[config.mk]
export PLATFORM = sky130hd
export DESIGN_NAME = stage_tl_flat
export DESIGN_NICKNAME = d
export VERILOG_FILES = /design/src/rtl/stage_tl_if.sv /design/src/rtl/stage_tl.sv /design/src/flat_wrapper.sv
export SDC_FILE = /design/constraint.sdc
export NUM_CORES = 1
export LEC_CHECK = 0
export ABC_AREA = 1
export CORE_AREA = 2 2 171 173
export CTS_CLUSTER_DIAMETER = 30
export CTS_CLUSTER_SIZE = 14
export DETAILED_ROUTE_END_ITERATION = 10
export DIE_AREA = 0 0 173 175
export PLACE_DENSITY = 0.73
export SYNTH_ARGS = -nofsm -noshare
export SYNTH_HDL_FRONTEND = slang
export SYNTH_SLANG_ARGS = --single-unit
[constraint.sdc]
create_clock -name clk -period 2.13 [get_ports clk]
set_input_delay 0.3195 -clock clk [delete_from_list [all_inputs] [get_ports clk]]
set_output_delay 0.3195 -clock clk [all_outputs]
set_load 0.01 [all_outputs]
[src/rtl/stage_tl_if.sv]
// Shared types and the EX -> TL -> C handshake/bus interface for the translation stage.
package stage_tl_pkg;
    typedef logic [1:0]  threadid_t;
    typedef logic [31:0] vptr_t;
    typedef logic [31:0] word_t;
    typedef logic [4:0]  regid_t;
    typedef enum logic [1:0] {
        TLBW_OFF  = 2'd0,
        TLBW_ITLB = 2'd1,
        TLBW_DTLB = 2'd2
    } tlbwrite_t;
endpackage

interface stage_tl_if;
    import stage_tl_pkg::*;

    threadid_t ex_thread;
    logic      ex_isvalid, ex_itlb_miss;
    vptr_t     ex_pc;
    word_t     ex_data, ex_mul, ex_r2;
    regid_t    ex_dst;
    logic      ex_flag_mem, ex_flag_store, ex_flag_isbyte, ex_flag_mul;
    logic      ex_flag_reg, ex_flag_jump, ex_flag_branch, ex_flag_iret;
    tlbwrite_t ex_flag_tlbwrite;
    logic      c_stall, ex_stall, flush;

    threadid_t c_thread;
    logic      c_isvalid, c_itlb_miss;
    vptr_t     c_pc;
    word_t     c_mul, c_r2, c_addr;
    regid_t    c_dst;
    logic      c_flag_mem, c_flag_store, c_flag_isbyte, c_flag_mul;
    logic      c_flag_reg, c_flag_jump, c_flag_branch, c_flag_iret;
    logic      c_dtlb_miss;

    modport master (
        output ex_thread, ex_isvalid, ex_itlb_miss, ex_pc, ex_data, ex_mul, ex_r2, ex_dst,
               ex_flag_mem, ex_flag_store, ex_flag_isbyte, ex_flag_mul, ex_flag_reg,
               ex_flag_jump, ex_flag_branch, ex_flag_iret, ex_flag_tlbwrite, c_stall, flush,
        input  ex_stall, c_thread, c_isvalid, c_itlb_miss, c_pc, c_mul, c_r2, c_addr, c_dst,
               c_flag_mem, c_flag_store, c_flag_isbyte, c_flag_mul, c_flag_reg,
               c_flag_jump, c_flag_branch, c_flag_iret, c_dtlb_miss
    );

    modport slave (
        input  ex_thread, ex_isvalid, ex_itlb_miss, ex_pc, ex_data, ex_mul, ex_r2, ex_dst,
               ex_flag_mem, ex_flag_store, ex_flag_isbyte, ex_flag_mul, ex_flag_reg,
               ex_flag_jump, ex_flag_branch, ex_flag_iret, ex_flag_tlbwrite, c_stall, flush,
        output ex_stall, c_thread, c_isvalid, c_itlb_miss, c_pc, c_mul, c_r2, c_addr, c_dst,
               c_flag_mem, c_flag_store, c_flag_isbyte, c_flag_mul, c_flag_reg,
               c_flag_jump, c_flag_branch, c_flag_iret, c_dtlb_miss
    );
endinterface

[src/rtl/stage_tl.sv]
// TL pipeline stage: fully associative data TLB lookup/write with round-robin replacement,
// registering the EX result into the C stage.
module stage_tl
    import stage_tl_pkg::*;
#(
    parameter int NENTRIES = 4,
    parameter int PPN_W    = 8
) (
    input  logic     clk,
    input  logic     rst,
    stage_tl_if.slave bus
);
    localparam int IDX_W = $clog2(NENTRIES);

    typedef struct packed {
        threadid_t thread;
        logic      isvalid;
        logic      itlb_miss;
        vptr_t     pc;
        word_t     mul;
        word_t     r2;
        regid_t    dst;
        logic      f_mem, f_store, f_isbyte, f_mul, f_reg, f_jump, f_branch, f_iret;
        word_t     addr;
        logic      dtlb_miss;
    } c_t;

    c_t                              c_q, c_d;
    logic [NENTRIES-1:0]             valid_q, valid_d;
    logic [NENTRIES-1:0][19:0]       vpn_q, vpn_d;
    logic [NENTRIES-1:0][PPN_W-1:0]  ppn_q, ppn_d;
    logic [IDX_W-1:0]                ptr_q, ptr_d;

    logic [19:0]       vpn_s;
    logic              hit_s, lookup_s, dtlb_we_s;
    logic [IDX_W-1:0]  hit_idx_s;
    logic [PPN_W-1:0]  hit_ppn_s;

    assign vpn_s     = bus.ex_data[31:12];
    assign hit_ppn_s = ppn_q[hit_idx_s];
    // tlbwrite instructions never translate, so they cannot report a miss
    assign lookup_s  = bus.ex_isvalid & bus.ex_flag_mem & (bus.ex_flag_tlbwrite == TLBW_OFF);
    assign dtlb_we_s = bus.ex_isvalid & (bus.ex_flag_tlbwrite == TLBW_DTLB) & ~bus.c_stall & ~bus.flush;
    assign bus.ex_stall = bus.c_stall;

    // Parallel tag match; entries are kept unique so at most one bit can hit
    always_comb begin
        hit_s     = 1'b0;
        hit_idx_s = '0;
        for (int i = 0; i < NENTRIES; i++) begin
            if (valid_q[i] && (vpn_q[i] == vpn_s)) begin
                hit_s     = 1'b1;
                hit_idx_s = IDX_W'(i);
            end else begin
                hit_s     = hit_s;
            end
        end
    end

    // DTLB write: update a matching entry in place, otherwise fill at the pointer
    always_comb begin
        valid_d = valid_q;
        vpn_d   = vpn_q;
        ppn_d   = ppn_q;
        ptr_d   = ptr_q;
        if (dtlb_we_s) begin
            if (hit_s) begin
                ppn_d[hit_idx_s] = bus.ex_r2[PPN_W-1:0];
            end else begin
                valid_d[ptr_q] = 1'b1;
                vpn_d[ptr_q]   = vpn_s;
                ppn_d[ptr_q]   = bus.ex_r2[PPN_W-1:0];
                ptr_d          = ptr_q + IDX_W'(1);
            end
        end else begin
            ptr_d = ptr_q;
        end
    end

    // Next C-stage register contents
    always_comb begin
        c_d = c_q;
        if (!bus.c_stall) begin
            c_d.thread    = bus.ex_thread;
            c_d.isvalid   = bus.ex_isvalid & ~bus.flush;
            c_d.itlb_miss = bus.ex_itlb_miss;
            c_d.pc        = bus.ex_pc;
            c_d.mul       = bus.ex_mul;
            c_d.r2        = bus.ex_r2;
            c_d.dst       = bus.ex_dst;
            c_d.f_mem     = bus.ex_flag_mem;
            c_d.f_store   = bus.ex_flag_store;
            c_d.f_isbyte  = bus.ex_flag_isbyte;
            c_d.f_mul     = bus.ex_flag_mul;
            c_d.f_reg     = bus.ex_flag_reg;
            c_d.f_jump    = bus.ex_flag_jump;
            c_d.f_branch  = bus.ex_flag_branch;
            c_d.f_iret    = bus.ex_flag_iret;
            c_d.addr      = (lookup_s && hit_s) ? word_t'({hit_ppn_s, bus.ex_data[11:0]}) : bus.ex_data;
            c_d.dtlb_miss = lookup_s & ~hit_s;
        end else begin
            c_d = c_q;
        end
    end

    // State registers
    always_ff @(posedge clk or negedge rst) begin
        if (!rst) begin
            c_q     <= '0;
            valid_q <= '0;
            vpn_q   <= '0;
            ppn_q   <= '0;
            ptr_q   <= '0;
        end else begin
            c_q     <= c_d;
            valid_q <= valid_d;
            vpn_q   <= vpn_d;
            ppn_q   <= ppn_d;
            ptr_q   <= ptr_d;
        end
    end

    assign bus.c_thread      = c_q.thread;
    assign bus.c_isvalid     = c_q.isvalid;
    assign bus.c_itlb_miss   = c_q.itlb_miss;
    assign bus.c_pc          = c_q.pc;
    assign bus.c_mul         = c_q.mul;
    assign bus.c_r2          = c_q.r2;
    assign bus.c_dst         = c_q.dst;
    assign bus.c_flag_mem    = c_q.f_mem;
    assign bus.c_flag_store  = c_q.f_store;
    assign bus.c_flag_isbyte = c_q.f_isbyte;
    assign bus.c_flag_mul    = c_q.f_mul;
    assign bus.c_flag_reg    = c_q.f_reg;
    assign bus.c_flag_jump   = c_q.f_jump;
    assign bus.c_flag_branch = c_q.f_branch;
    assign bus.c_flag_iret   = c_q.f_iret;
    assign bus.c_addr        = c_q.addr;
    assign bus.c_dtlb_miss   = c_q.dtlb_miss;
endmodule

[src/flat_wrapper.sv]
// flat-port wrapper written by rule: the top's interface ports become plain ports
module stage_tl_flat import stage_tl_pkg::*;
#(
    parameter int NENTRIES = 4,
    parameter int PPN_W    = 8
)
  (clk, rst, bus_ex_thread, bus_ex_isvalid, bus_ex_itlb_miss, bus_ex_pc, bus_ex_data, bus_ex_mul, bus_ex_r2, bus_ex_dst, bus_ex_flag_mem, bus_ex_flag_store, bus_ex_flag_isbyte, bus_ex_flag_mul, bus_ex_flag_reg, bus_ex_flag_jump, bus_ex_flag_branch, bus_ex_flag_iret, bus_ex_flag_tlbwrite, bus_c_stall, bus_flush, bus_ex_stall, bus_c_thread, bus_c_isvalid, bus_c_itlb_miss, bus_c_pc, bus_c_mul, bus_c_r2, bus_c_addr, bus_c_dst, bus_c_flag_mem, bus_c_flag_store, bus_c_flag_isbyte, bus_c_flag_mul, bus_c_flag_reg, bus_c_flag_jump, bus_c_flag_branch, bus_c_flag_iret, bus_c_dtlb_miss);
  stage_tl_if bus_i ();
  input  logic clk;
  input  logic rst;
  input wire logic [$bits(bus_i.ex_thread)-1:0] bus_ex_thread;
  input wire logic [$bits(bus_i.ex_isvalid)-1:0] bus_ex_isvalid;
  input wire logic [$bits(bus_i.ex_itlb_miss)-1:0] bus_ex_itlb_miss;
  input wire logic [$bits(bus_i.ex_pc)-1:0] bus_ex_pc;
  input wire logic [$bits(bus_i.ex_data)-1:0] bus_ex_data;
  input wire logic [$bits(bus_i.ex_mul)-1:0] bus_ex_mul;
  input wire logic [$bits(bus_i.ex_r2)-1:0] bus_ex_r2;
  input wire logic [$bits(bus_i.ex_dst)-1:0] bus_ex_dst;
  input wire logic [$bits(bus_i.ex_flag_mem)-1:0] bus_ex_flag_mem;
  input wire logic [$bits(bus_i.ex_flag_store)-1:0] bus_ex_flag_store;
  input wire logic [$bits(bus_i.ex_flag_isbyte)-1:0] bus_ex_flag_isbyte;
  input wire logic [$bits(bus_i.ex_flag_mul)-1:0] bus_ex_flag_mul;
  input wire logic [$bits(bus_i.ex_flag_reg)-1:0] bus_ex_flag_reg;
  input wire logic [$bits(bus_i.ex_flag_jump)-1:0] bus_ex_flag_jump;
  input wire logic [$bits(bus_i.ex_flag_branch)-1:0] bus_ex_flag_branch;
  input wire logic [$bits(bus_i.ex_flag_iret)-1:0] bus_ex_flag_iret;
  input wire logic [$bits(bus_i.ex_flag_tlbwrite)-1:0] bus_ex_flag_tlbwrite;
  input wire logic [$bits(bus_i.c_stall)-1:0] bus_c_stall;
  input wire logic [$bits(bus_i.flush)-1:0] bus_flush;
  output wire logic [$bits(bus_i.ex_stall)-1:0] bus_ex_stall;
  output wire logic [$bits(bus_i.c_thread)-1:0] bus_c_thread;
  output wire logic [$bits(bus_i.c_isvalid)-1:0] bus_c_isvalid;
  output wire logic [$bits(bus_i.c_itlb_miss)-1:0] bus_c_itlb_miss;
  output wire logic [$bits(bus_i.c_pc)-1:0] bus_c_pc;
  output wire logic [$bits(bus_i.c_mul)-1:0] bus_c_mul;
  output wire logic [$bits(bus_i.c_r2)-1:0] bus_c_r2;
  output wire logic [$bits(bus_i.c_addr)-1:0] bus_c_addr;
  output wire logic [$bits(bus_i.c_dst)-1:0] bus_c_dst;
  output wire logic [$bits(bus_i.c_flag_mem)-1:0] bus_c_flag_mem;
  output wire logic [$bits(bus_i.c_flag_store)-1:0] bus_c_flag_store;
  output wire logic [$bits(bus_i.c_flag_isbyte)-1:0] bus_c_flag_isbyte;
  output wire logic [$bits(bus_i.c_flag_mul)-1:0] bus_c_flag_mul;
  output wire logic [$bits(bus_i.c_flag_reg)-1:0] bus_c_flag_reg;
  output wire logic [$bits(bus_i.c_flag_jump)-1:0] bus_c_flag_jump;
  output wire logic [$bits(bus_i.c_flag_branch)-1:0] bus_c_flag_branch;
  output wire logic [$bits(bus_i.c_flag_iret)-1:0] bus_c_flag_iret;
  output wire logic [$bits(bus_i.c_dtlb_miss)-1:0] bus_c_dtlb_miss;
  assign bus_i.ex_thread = bus_ex_thread;
  assign bus_i.ex_isvalid = bus_ex_isvalid;
  assign bus_i.ex_itlb_miss = bus_ex_itlb_miss;
  assign bus_i.ex_pc = bus_ex_pc;
  assign bus_i.ex_data = bus_ex_data;
  assign bus_i.ex_mul = bus_ex_mul;
  assign bus_i.ex_r2 = bus_ex_r2;
  assign bus_i.ex_dst = bus_ex_dst;
  assign bus_i.ex_flag_mem = bus_ex_flag_mem;
  assign bus_i.ex_flag_store = bus_ex_flag_store;
  assign bus_i.ex_flag_isbyte = bus_ex_flag_isbyte;
  assign bus_i.ex_flag_mul = bus_ex_flag_mul;
  assign bus_i.ex_flag_reg = bus_ex_flag_reg;
  assign bus_i.ex_flag_jump = bus_ex_flag_jump;
  assign bus_i.ex_flag_branch = bus_ex_flag_branch;
  assign bus_i.ex_flag_iret = bus_ex_flag_iret;
  assign bus_i.ex_flag_tlbwrite = bus_ex_flag_tlbwrite;
  assign bus_i.c_stall = bus_c_stall;
  assign bus_i.flush = bus_flush;
  assign bus_ex_stall = bus_i.ex_stall;
  assign bus_c_thread = bus_i.c_thread;
  assign bus_c_isvalid = bus_i.c_isvalid;
  assign bus_c_itlb_miss = bus_i.c_itlb_miss;
  assign bus_c_pc = bus_i.c_pc;
  assign bus_c_mul = bus_i.c_mul;
  assign bus_c_r2 = bus_i.c_r2;
  assign bus_c_addr = bus_i.c_addr;
  assign bus_c_dst = bus_i.c_dst;
  assign bus_c_flag_mem = bus_i.c_flag_mem;
  assign bus_c_flag_store = bus_i.c_flag_store;
  assign bus_c_flag_isbyte = bus_i.c_flag_isbyte;
  assign bus_c_flag_mul = bus_i.c_flag_mul;
  assign bus_c_flag_reg = bus_i.c_flag_reg;
  assign bus_c_flag_jump = bus_i.c_flag_jump;
  assign bus_c_flag_branch = bus_i.c_flag_branch;
  assign bus_c_flag_iret = bus_i.c_flag_iret;
  assign bus_c_dtlb_miss = bus_i.c_dtlb_miss;
  stage_tl #(.NENTRIES(NENTRIES), .PPN_W(PPN_W)) u_core (.clk(clk), .rst(rst), .bus(bus_i));
endmodule
==> flow_summary.yaml, run 1 <==
routing:
  ant_nets: 0
  dr.pass1.iters: 5
  drt-initial-drc-count: 895
  viasPerCell: 4.897
  wl_per_cell_um: 16.61
  num_vias: 12340
  drcViolationCount: 0
  routed_wl_um: 41850
place:
  place_hpwl_um: 29900
  gp_congestion: 0.9974
  io_buffers: 297
pwr:
  power.share.clock: 0.477
  p_seq_frac: 0.317
  intPower_mw: 15.12
  leakage_nw: 9.838
  p_comb_frac: 0.206
  swShare: 0.2923
  ir_drop_uv: 607.5
  switchingPower_mw: 6.244
  power.density_nw_per_um2: 1110
timing:
  drv_slew: 0
  period_minus_slack_ps: 2050
  finalHoldViolations: 0
  fin_tns_setup_ps: 0
  setup_viol: 0
  rsz0062_at_grt: "true"
  slew_headroom: 0.3651
  whs_ps: 168.7
  skew_ps: 24.57
  finalCritPeriodShare: 0.9623
  max_freq_mhz: 487.9
  tightestPinTransition_ps: 952.3
setup_path:
  critPathMaxStageDelay_ps: 470
  cp.required_ps: 2560
  path_cells: "clkdlybuf4s50_1 > buf_6 > buf_4 > nand2_1 > nand2_1 > nand3_1 > nor2_4 > nand3_4 > nand3_4 > nor2_8 > buf_12 > nor2_4 > buf_4 > nand3_1 > nand2_1 > nand2_1"
  end_kind: "register"
  cp.arrival_ps: 2480
  path_buf_inv: 5
  cpMostUsedCell: "nand2_1"
  slowest_stage: "clkdlybuf4s50_1"
  r2r-end: "u_core.bus.c_addr[13]"
  r2r_slack_ps: 80
  worstRegToRegCells: 14
  path_max_fanout: 7
  r2r-start: "u_core.vpn_q[26]"
  critPathTopFamily: "simple AND/OR/NAND/NOR gates"
  critPathLaunch: "bus_ex_data[30]"
  crit_type: "input port to register"
  start_kind: "input port"
die:
  fp.dieArea_um2: 30280
  fp.coreArea_um2: 28390
  die_w_um: 173
  dieHeight_um: 175
  ios: 298
  rows: 62
  start_util: 0.4342
logic_synthesis:
  synth_area_um2: 12330
  synth.avg_cell_area_um2: 7.526
  synth_fp_nets: 1793
  ys_seq_elements: 264
  ys_top_cells_by_area: "dfrtp_1 54%, nand2_1 26%, inv_1 3.6%"
  ys_seq_area_frac: 0.5359
  netlist.area_leader.share: 0.5359
  synth_top_area_cell: "dfrtp_1"
  synth_warnings: 0
  synthDistinctLibCells: 33
  syn_inst: 1638
global_route:
  grt_pass1_wl_um: 67010
  grt_start_max_net_pins: 94
  grt_overflow_total: 0
  grt_use_total: 0.2793
  antenna_found_initial: 1
  first_global_vias: 12660
final_layout:
  largest_register: "u_core.vpn_q"
  nNetsFinal: 2240
  largest_reg_flops: 80
  diodes: 0
  drive_above_1_share: 0.1527
  area_growth_pct: 56.08
  fin_util: 0.6776
cts:
  cts_made_buffers: 68
  cts_tree: "built"
  max-clock-path-buffers: 3
  clock-sinks: 264
  cts_root_buffer: "clkbuf_16"
  cts-htree-levels: 3
  path_clk_slew_ps: 50
  clk_latency_ps: 550
hold_path:
  min_to: "u_core.vpn_q[63]"
  min_path_type: "input port to register"
  hold_start: "bus_ex_data[15]"
  hold_depth: 3
run:
  cap_violations: 0
run_status:
  status: "complete, no violations"
-- Yosys cell counts --
master and n:
o211ai_2 1, xnor2_1 5, nand3_1 61, nor3_1 1
inv_2 23, nand4_1 14, or2_2 1, o31ai_1 1
buf_6 2, o21ai_1 27, a21oi_1 9, clkbuf_1 32
o211ai_1 1, nor2_4 5, nor2_1 93, ha_1 4
nor2_8 1, o21ai_0 79, o21ai_2 5, buf_1 2
buf_4 2, nand2_2 4, clkbuf_2 2, dfrtp_1 264
nand2_4 2, nand3_2 3, xor2_1 1, nand2_1 851
buf_2 20, inv_1 117, nand3_4 3, nor4_1 1
nor3_2 1
-- worst reg2reg max path, stage by stage (launching register included) --
cell and delay [ps]:
dfrtp_1 380, nand2_1 80, nand2_1 80, nor2_1 170
nand2_1 110, nor2_2 130, nand3_2 140, nand3_4 140
nor2_8 70, buf_12 130, nor2_4 150, buf_4 130
nand3_1 90, nand2_1 90, nand2_1 50
-- through the flow --
step | instance area, µm² | instances | setup slack (ps) | power (mW)
2_1_floorplan | 12330 | 1638 | 293.4 | 8.845
3_3_place_gp | 16770 | 2394 | -605.2 | 10.95
3_5_place_dp | 16770 | 2394 | -671.2 | 11.07
4_1_cts | 19070 | 2516 | 0.7174 | 21.39
5_1_grt | 19240 | 2519 | -19.26 | 22.41
6_report | 19240 | 2519 | 80.30 | 21.36
-- cells in the final DEF, fill, tap and decap left out, types with 2 or more instances in the layout --
master	Yosys	routed
a21oi_1	9	7
a21oi_2	0	2
buf_12	0	20
buf_4	2	119
bufinv_16	0	7
clkbuf_1	32	8
clkbuf_16	0	68
clkbuf_8	0	12
clkdlybuf4s50_1	0	279
clkinv_2	0	12
clkinvlp_4	0	8
dfrtp_1	264	264
dlygate4sd2_1	0	5
dlymetal6s2s_1	0	11
ha_1	4	4
inv_1	117	117
inv_2	23	21
inv_4	0	2
inv_6	0	3
nand2_1	851	848
nand2_2	4	5
nand2_4	2	4
nand3_1	61	58
nand3_2	3	5
nand3_4	3	4
nand4_1	14	14
nor2_1	93	79
nor2_2	0	13
nor2_4	5	6
o21ai_0	79	79
o21ai_1	27	27
o21ai_2	5	5
xnor2_1	5	3
xnor2_2	0	2
-- per-layer routing --
layer | part of all wire | vias to the layer above | GRT usage | wire [µm]
met3 | 0.077 | 96 | 0.07224 | 3216
li1 | - | 5926 | - | -
met5 | 0 | - | 0 | 0
met1 | 0.40 | 5817 | 0.3416 | 16690
met2 | 0.49 | 497 | 0.4705 | 20690
met4 | 0.030 | 0 | 0.1172 | 1261
-- repair_timing --
item / CTS / global route
setup buffers: 1 / 3
hold endpoints to repair: 58 / 0
pin swaps: 1 / 6
resized for setup: 5 / 41
hold buffers: 1 / 0
setup endpoints to repair: 23 / 111
-- cell families after synthesis --
family / count (synthesis) / share of synthesized area
AND/OR/NAND/NOR: 1041 / 0.3383
AO/OA/AOI/OAI: 123 / 0.05248
flip-flops: 264 / 0.5359
buffers and inverters: 200 / 0.06496
XOR/XNOR: 6 / 0.004263
adder cells (fa/ha/maj): 4 / 0.004060
-- area by class of cell --
| type | instances | area, µm² |
|---|---|---|
| clock buffers | 88 | 1897 |
| clock inverters | 32 | 392.9 |
| fillers | 2309 | 9153 |
| inverters | 140 | 530.5 |
| multi-input cells | 1174 | 5029 |
| flip-flops and latches | 264 | 6606 |
| well taps | 384 | 480.5 |
| repair buffers | 437 | 4304 |
-- power by group through the flow --
stage               registers (mW)  clock network [mW]  logic [mW]
CTS                           6.74                10.3        4.35
global route                  6.87                10.6        4.92
finish                        6.76                10.2        4.40
floorplan                     6.71                   0        2.14
global placement              6.74                   0        4.22
detailed placement            6.77                   0        4.30
-- how the worst max path moves through the flow --
stage / depth (start not counted) / slack (ps) / to
after global routing: 15 / -20 / u_core.bus.c_addr[18]
final: 16 / 80 / u_core.bus.c_addr[13]
after CTS: 15 / 0.7 / u_core.ppn_q[29]
after detailed placement: 15 / -670 / u_core.bus.c_addr[19]
after floorplan: 14 / 290 / u_core.vpn_q[22]
after global placement: 15 / -610 / u_core.bus.c_addr[12]
No activity file was read; power rests on OpenSTA's default activity.
==> run 2, diff against run 1 <==
--- a/config.mk
+++ b/config.mk
@@ -6,12 +6,14 @@
 export NUM_CORES = 1
 export LEC_CHECK = 0
 export ABC_AREA = 1
-export CORE_AREA = 2 2 171 173
+export CELL_PAD_IN_SITES_DETAIL_PLACEMENT = 1
+export CELL_PAD_IN_SITES_GLOBAL_PLACEMENT = 1
+export CORE_AREA = 2 2 181 183
 export CTS_CLUSTER_DIAMETER = 30
 export CTS_CLUSTER_SIZE = 14
 export DETAILED_ROUTE_END_ITERATION = 10
-export DIE_AREA = 0 0 173 175
-export PLACE_DENSITY = 0.73
+export DIE_AREA = 0 0 183 185
+export PLACE_DENSITY = 0.88
 export SYNTH_ARGS = -nofsm -noshare
 export SYNTH_HDL_FRONTEND = slang
 export SYNTH_SLANG_ARGS = --single-unit
==> constraint.sdc (replaced) <==
create_clock -name clk -period 2.5 [get_ports clk]
set_input_delay 0.375 -clock clk [delete_from_list [all_inputs] [get_ports clk]]
set_output_delay 0.375 -clock clk [all_outputs]
set_load 0.01 [all_outputs]
==> run 2 against run 1 <==
Compared with the run above:
- critical path depth down 2
- flip-flop and latch count unchanged
- via count rose by 9.5%
- worst hold slack worse by 13 ps
- largest cell class unchanged
- largest power group unchanged
- highest routed layer unchanged
==> flow_summary.yaml, run 2 (synthesis results as in run 1) <==
run_status:
  status: "complete, no violations"
pwr:
  leakage_nw: 9.689
  swShare: 0.3160
  p_comb_frac: 0.213
  power.share.clock: 0.479
  p_seq_frac: 0.308
  power.density_nw_per_um2: 996.0
  ir_drop_uv: 547.0
  switchingPower_mw: 5.992
  intPower_mw: 12.97
global_route:
  antenna_found_initial: 5
  grt_pass1_wl_um: 90920
  grt_start_max_net_pins: 164
  grt_overflow_total: 0
  first_global_vias: 15420
  globalRouteMet2Util: 0.6209
  globalRouteMet3Util: 0.08455
  grt_use_total: 0.3544
  gr-max-usage-layer: "met2"
  use_met1: 0.3922
timing:
  finalHoldViolations: 0
  setup_ws_ps: 65.65
  tightestPinTransition_ps: 734.5
  max_freq_mhz: 410.8
  drv_slew: 0
  slew_headroom: 0.5103
  setup_viol: 0
  skew_ps: 42.69
  period_minus_slack_ps: 2434
  finalCritPeriodShare: 0.9737
setup_path:
  cp.arrival_ps: 2860
  path_cells: "clkdlybuf4s50_1 > buf_4 > nand2_1 > nand2_1 > nor2_1 > nand2_1 > nor2_1 > nand3_2 > nand3_4 > buf_4 > inv_2 > o211ai_4 > nand2_1 > o21ai_0"
  path_max_fanout: 14
  slowest_stage: "clkdlybuf4s50_1"
  cpMostUsedCell: "nand2_1"
  cp.required_ps: 2930
  start_kind: "input port"
  crit_type: "input port to register"
  critPathMaxStageDelay_ps: 500
  end_kind: "register"
place:
  dpl.cell_count: 2399
  dp_slack_ps: -416.8
  io_buffers: 297
  place_hpwl_um: 36110
  gp_congestion: 0.9115
run:
  cap_violations: 0
final_layout:
  nNetsFinal: 2219
  largest_reg_flops: 80
  largest_register: "u_core.vpn_q"
  fill_cells: 3746
  layout_commonest_cell: "nand2_1"
  drive_above_1_share: 0.1343
  layout_common_cells: "850 x nand2_1, 290 x clkdlybuf4s50_1, 264 x dfrtp_1"
  area_growth_pct: 54.45
  instances_no_fill: 2527
die:
  fp.dieArea_um2: 33860
  fp.coreArea_um2: 32040
  ios: 298
  die_w_um: 183
  rows: 66
  start_util: 0.3847
  dieHeight_um: 185
cts:
  cts_root_buffer: "clkbuf_16"
  path_clk_slew_ps: 50
  cts_made_buffers: 68
  cts_tree: "built"
  clk_latency_ps: 580
  max-clock-path-buffers: 3
  cts-htree-levels: 3
  clock-sinks: 264
routing:
  drt-initial-drc-count: 950
  drcViolationCount: 0
  viasPerCell: 5.345
  num_vias: 13510
  ant_nets: 0
  wl_per_cell_um: 23.49
  dr.pass1.iters: 7
  routed_wl_um: 59360
hold_path:
  min_path_type: "input port to register"
[run 2: cell count changes in the layout (fill, tap and decap cells not counted), moves of 6 or more]
cell             delta
clkdlybuf4s50_1    +11
buf_4              -15
dlymetal6s2s_1      -6
nor2_1             +13
nor2_2             -12
clkinvlp_4          -7
[run 2: layout make-up]
class | instances | area [µm²] | share of cell area
Antenna cell | 5 | 12.51 | 0.0006572
Clock buffer | 92 | 1952 | 0.1025
Clock inverter | 28 | 412.9 | 0.02169
Inverter | 140 | 528.0 | 0.02773
Multi-Input combinational cell | 1174 | 4945 | 0.2597
Sequential cell | 264 | 6606 | 0.3470
Tap cell | 408 | 510.5 | 0.02681
Timing Repair Buffer | 416 | 4071 | 0.2139
[run 2: final timing paths]
kind,start,endpoint,slack (ps),cells after the start
setup reg to reg,u_core.vpn_q[54],u_core.ppn_q[7],110,13
min in group asynchronous,rst,u_core.vpn_q[57],400,2
hold reg to reg,u_core.valid_q[0],u_core.valid_q[0],470,2
setup / recovery,bus_ex_data[31],u_core.ppn_q[7],70,14
hold / removal,bus_c_stall,u_core.bus.c_thread[1],160,3
max in group asynchronous,rst,u_core.bus.c_addr[17],1160,3
[run 2: critical path, delay by kind of cell]
family,cells,cell delay [ps]
buffers and inverters,4,930
and+or+nand+nor,8,1110
AOI/OAI and AO/OA,2,430
[run 2: repair_timing]
action / 4_1_cts / 5_1_grt
hold buffers: 1 / 0
setup endpoints to repair: 1 / 17
endpoints found under the hold margin: 67 / 0
pin swaps: 0 / 2
buffers inserted: 0 / 2
gates resized for setup: 1 / 8
[run 2: per-layer routing]
layer,up-vias,wire length [µm]
li1,5890,-
met4,0,3649
met3,219,4104
met5,-,0
met2,612,29800
met1,6787,21810
[run 2: power by group through the flow]
stage                     clock (mW)  combinational (mW)  sequential (mW)
final                           9.08                4.03             5.85
after global placement             0                3.59             5.74
after detailed placement           0                3.77             5.80
after CTS                       9.13                4.00             5.81
after global routing            9.37                4.42             5.92
after floorplan                    0                1.82             5.72
[run 2: stage by stage]
| stage | hold slack (ps) | TNS, ps | instance area [µm²] | total power [mW] | util |
|---|---|---|---|---|---|
| 6_report | 155.4 | 0 | 19040 | 18.96 | 0.5942 |
| 5_1_grt | 171.6 | -4.665 | 19040 | 19.71 | 0.5942 |
| 4_1_cts | 138.0 | 0 | 18990 | 18.94 | 0.5926 |
| 3_5_place_dp | 405.7 | -32940 | 16600 | 9.568 | 0.5182 |
| 3_3_place_gp | 396.3 | -14680 | 16600 | 9.331 | 0.5182 |
| 2_1_floorplan | 79.41 | 0 | 12330 | 7.536 | - |
==> run 3, diff against run 2 <==
--- a/config.mk
+++ b/config.mk
@@ -8,11 +8,11 @@
 export ABC_AREA = 1
 export CELL_PAD_IN_SITES_DETAIL_PLACEMENT = 1
 export CELL_PAD_IN_SITES_GLOBAL_PLACEMENT = 1
-export CORE_AREA = 2 2 181 183
+export CORE_AREA = 3 3 182 184
 export CTS_CLUSTER_DIAMETER = 30
 export CTS_CLUSTER_SIZE = 14
 export DETAILED_ROUTE_END_ITERATION = 10
-export DIE_AREA = 0 0 183 185
+export DIE_AREA = 0 0 185 187
 export PLACE_DENSITY = 0.88
 export SYNTH_ARGS = -nofsm -noshare
 export SYNTH_HDL_FRONTEND = slang
==> run 3 against run 2 <==
Compared with the run above:
- highest routed layer unchanged
- maximum frequency decreased by 0.96%
- cell count decreased by 0.20%
- combinational power rose by 2%
- die area rose by 2.2%
- count of clock-buffer cells in the layout decreased by 17
- routed wire length is 4.0% higher
- first-iteration DRC count increased by 4.4%
- final area shrank 0.57%
==> flow_summary.yaml, run 3 (synthesis results as in run 1) <==
final_layout:
  drive_above_1_share: 0.1392
  instances_no_fill: 2522
  fin_area_um2: 18930
  largest_register: "u_core.vpn_q"
  largest_reg_flops: 80
  nNetsFinal: 2224
  area_growth_pct: 53.56
  fin_util: 0.5999
  layout_commonest_cell: "nand2_1"
  layout_common_cells: "851 x nand2_1, 287 x clkdlybuf4s50_1, 264 x dfrtp_1"
timing:
  finalHoldViolations: 0
  whs_ps: 197.3
  slew_headroom: 0.1835
  fin_tns_setup_ps: 0
  tightestPinTransition_ps: 1213
  drv_slew: 0
  finalCritPeriodShare: 0.9832
  setup_ws_ps: 41.95
  max_freq_mhz: 406.8
  period_minus_slack_ps: 2458
  skew_ps: 48.50
  setup_viol: 0
cts:
  cts_root_buffer: "clkbuf_16"
  cts_made_buffers: 61
  cts_tree: "built"
  cts-htree-levels: 2
  clock-sinks: 264
  max-clock-path-buffers: 3
  clk_latency_ps: 610
  path_clk_slew_ps: 60
setup_path:
  crit_type: "input port to register"
  r2r-start: "u_core.vpn_q[21]"
  end_kind: "register"
  start_kind: "input port"
  r2r-end: "u_core.bus.c_addr[17]"
  worstRegToRegCells: 15
  path_max_fanout: 8
  r2r_slack_ps: 80
  cp.arrival_ps: 2940
  cp.required_ps: 2980
pwr:
  finalPower_mw: 18.62
  ir_drop_uv: 631.7
  leakage_nw: 9.681
  power.density_nw_per_um2: 983.8
global_route:
  grt_use_total: 0.3546
  grt_overflow_total: 0
  grt_start_max_net_pins: 72
  grt_pass1_wl_um: 94580
  antenna_found_initial: 1
  first_global_vias: 15590
die:
  start_util: 0.3906
  die_w_um: 185
  fp.dieArea_um2: 34600
  dieHeight_um: 187
  fp.coreArea_um2: 31560
  rows: 65
  ios: 298
place:
  dpl.cell_count: 2407
  gp_congestion: 0.9208
  place_hpwl_um: 37040
  dp_slack_ps: -337.5
  place_area_um2: 16680
  io_buffers: 297
run_status:
  status: "complete, no violations"
hold_path:
  min_to: "u_core.vpn_q[77]"
  min_path_type: "input port to register"
  hold_start: "bus_ex_data[29]"
  hold_depth: 3
routing:
  wl_per_cell_um: 24.48
  dr.pass1.iters: 5
  drt-initial-drc-count: 992
  viasPerCell: 5.410
  drcViolationCount: 0
  ant_nets: 0
  num_vias: 13650
  routed_wl_um: 61740
run:
  cap_violations: 0
[run 3: cell types whose count changed in the layout (fill, tap and decap cells not counted), moves of 5 or more]
cell / delta
clkbuf_8: -5
clkbuf_1: -5
buf_4: +14
clkbuf_16: -7
[run 3: cell type report]
type / instances / area, µm²
well taps: 402 / 503.0
flip-flops and latches: 264 / 6606
diodes: 1 / 2.502
fillers: 3738 / 12630
multi-input cells: 1174 / 4941
clock inverters: 38 / 515.5
clock buffers: 75 / 1689
inverters: 140 / 528.0
repair buffers: 428 / 4144
[run 3: worst max path at each step]
stage                               start                     to  slack [ps]  cells past startpoint
after floorplan           bus_ex_data[27]       u_core.vpn_q[22]         610                     14
after detailed placement  bus_ex_data[26]       u_core.vpn_q[75]        -340                     16
after CTS                 bus_ex_data[28]  u_core.bus.c_addr[15]          40                     15
after global routing      bus_ex_data[13]  u_core.bus.c_addr[15]         -20                     16
final                     bus_ex_data[24]  u_core.bus.c_addr[17]          40                     15
after global placement    bus_ex_data[22]  u_core.bus.c_addr[14]        -270                     15
[run 3: per-layer routing]
metal / share of wire / track usage / vias to the layer above
met5: 0 / 0 / -
met4: 0.052 / 0.1648 / 0
met3: 0.073 / 0.09179 / 207
met2: 0.51 / 0.6207 / 679
met1: 0.37 / 0.4021 / 6866
li1: - / - / 5893
[run 3: report_power, final]
part | switching, mW | internal, mW | total [mW]
Sequential | 0.759 | 5.14 | 5.90
Clock | 2.80 | 5.80 | 8.61
Combinational | 2.45 | 1.66 | 4.11
[run 3: worst max-delay path: stages]
cell             delay, ps
clkdlybuf4s50_1        580
inv_2                  100
nand2_1                200
o21ai_0                130
nor2_1                 130
nand2_1                100
nor2_1                 160
nand3_2                160
nand3_4                170
nor2_8                  70
buf_4                  160
nor2_4                 230
nand3_1                130
nand2_1                140
nand2_1                100
[run 3: timing repair]
item	CTS	global route
hold buffers	1	0
setup endpoints to repair	0	23
gates resized for setup	0	12
setup buffers	0	0
endpoints found under the hold margin	63	0
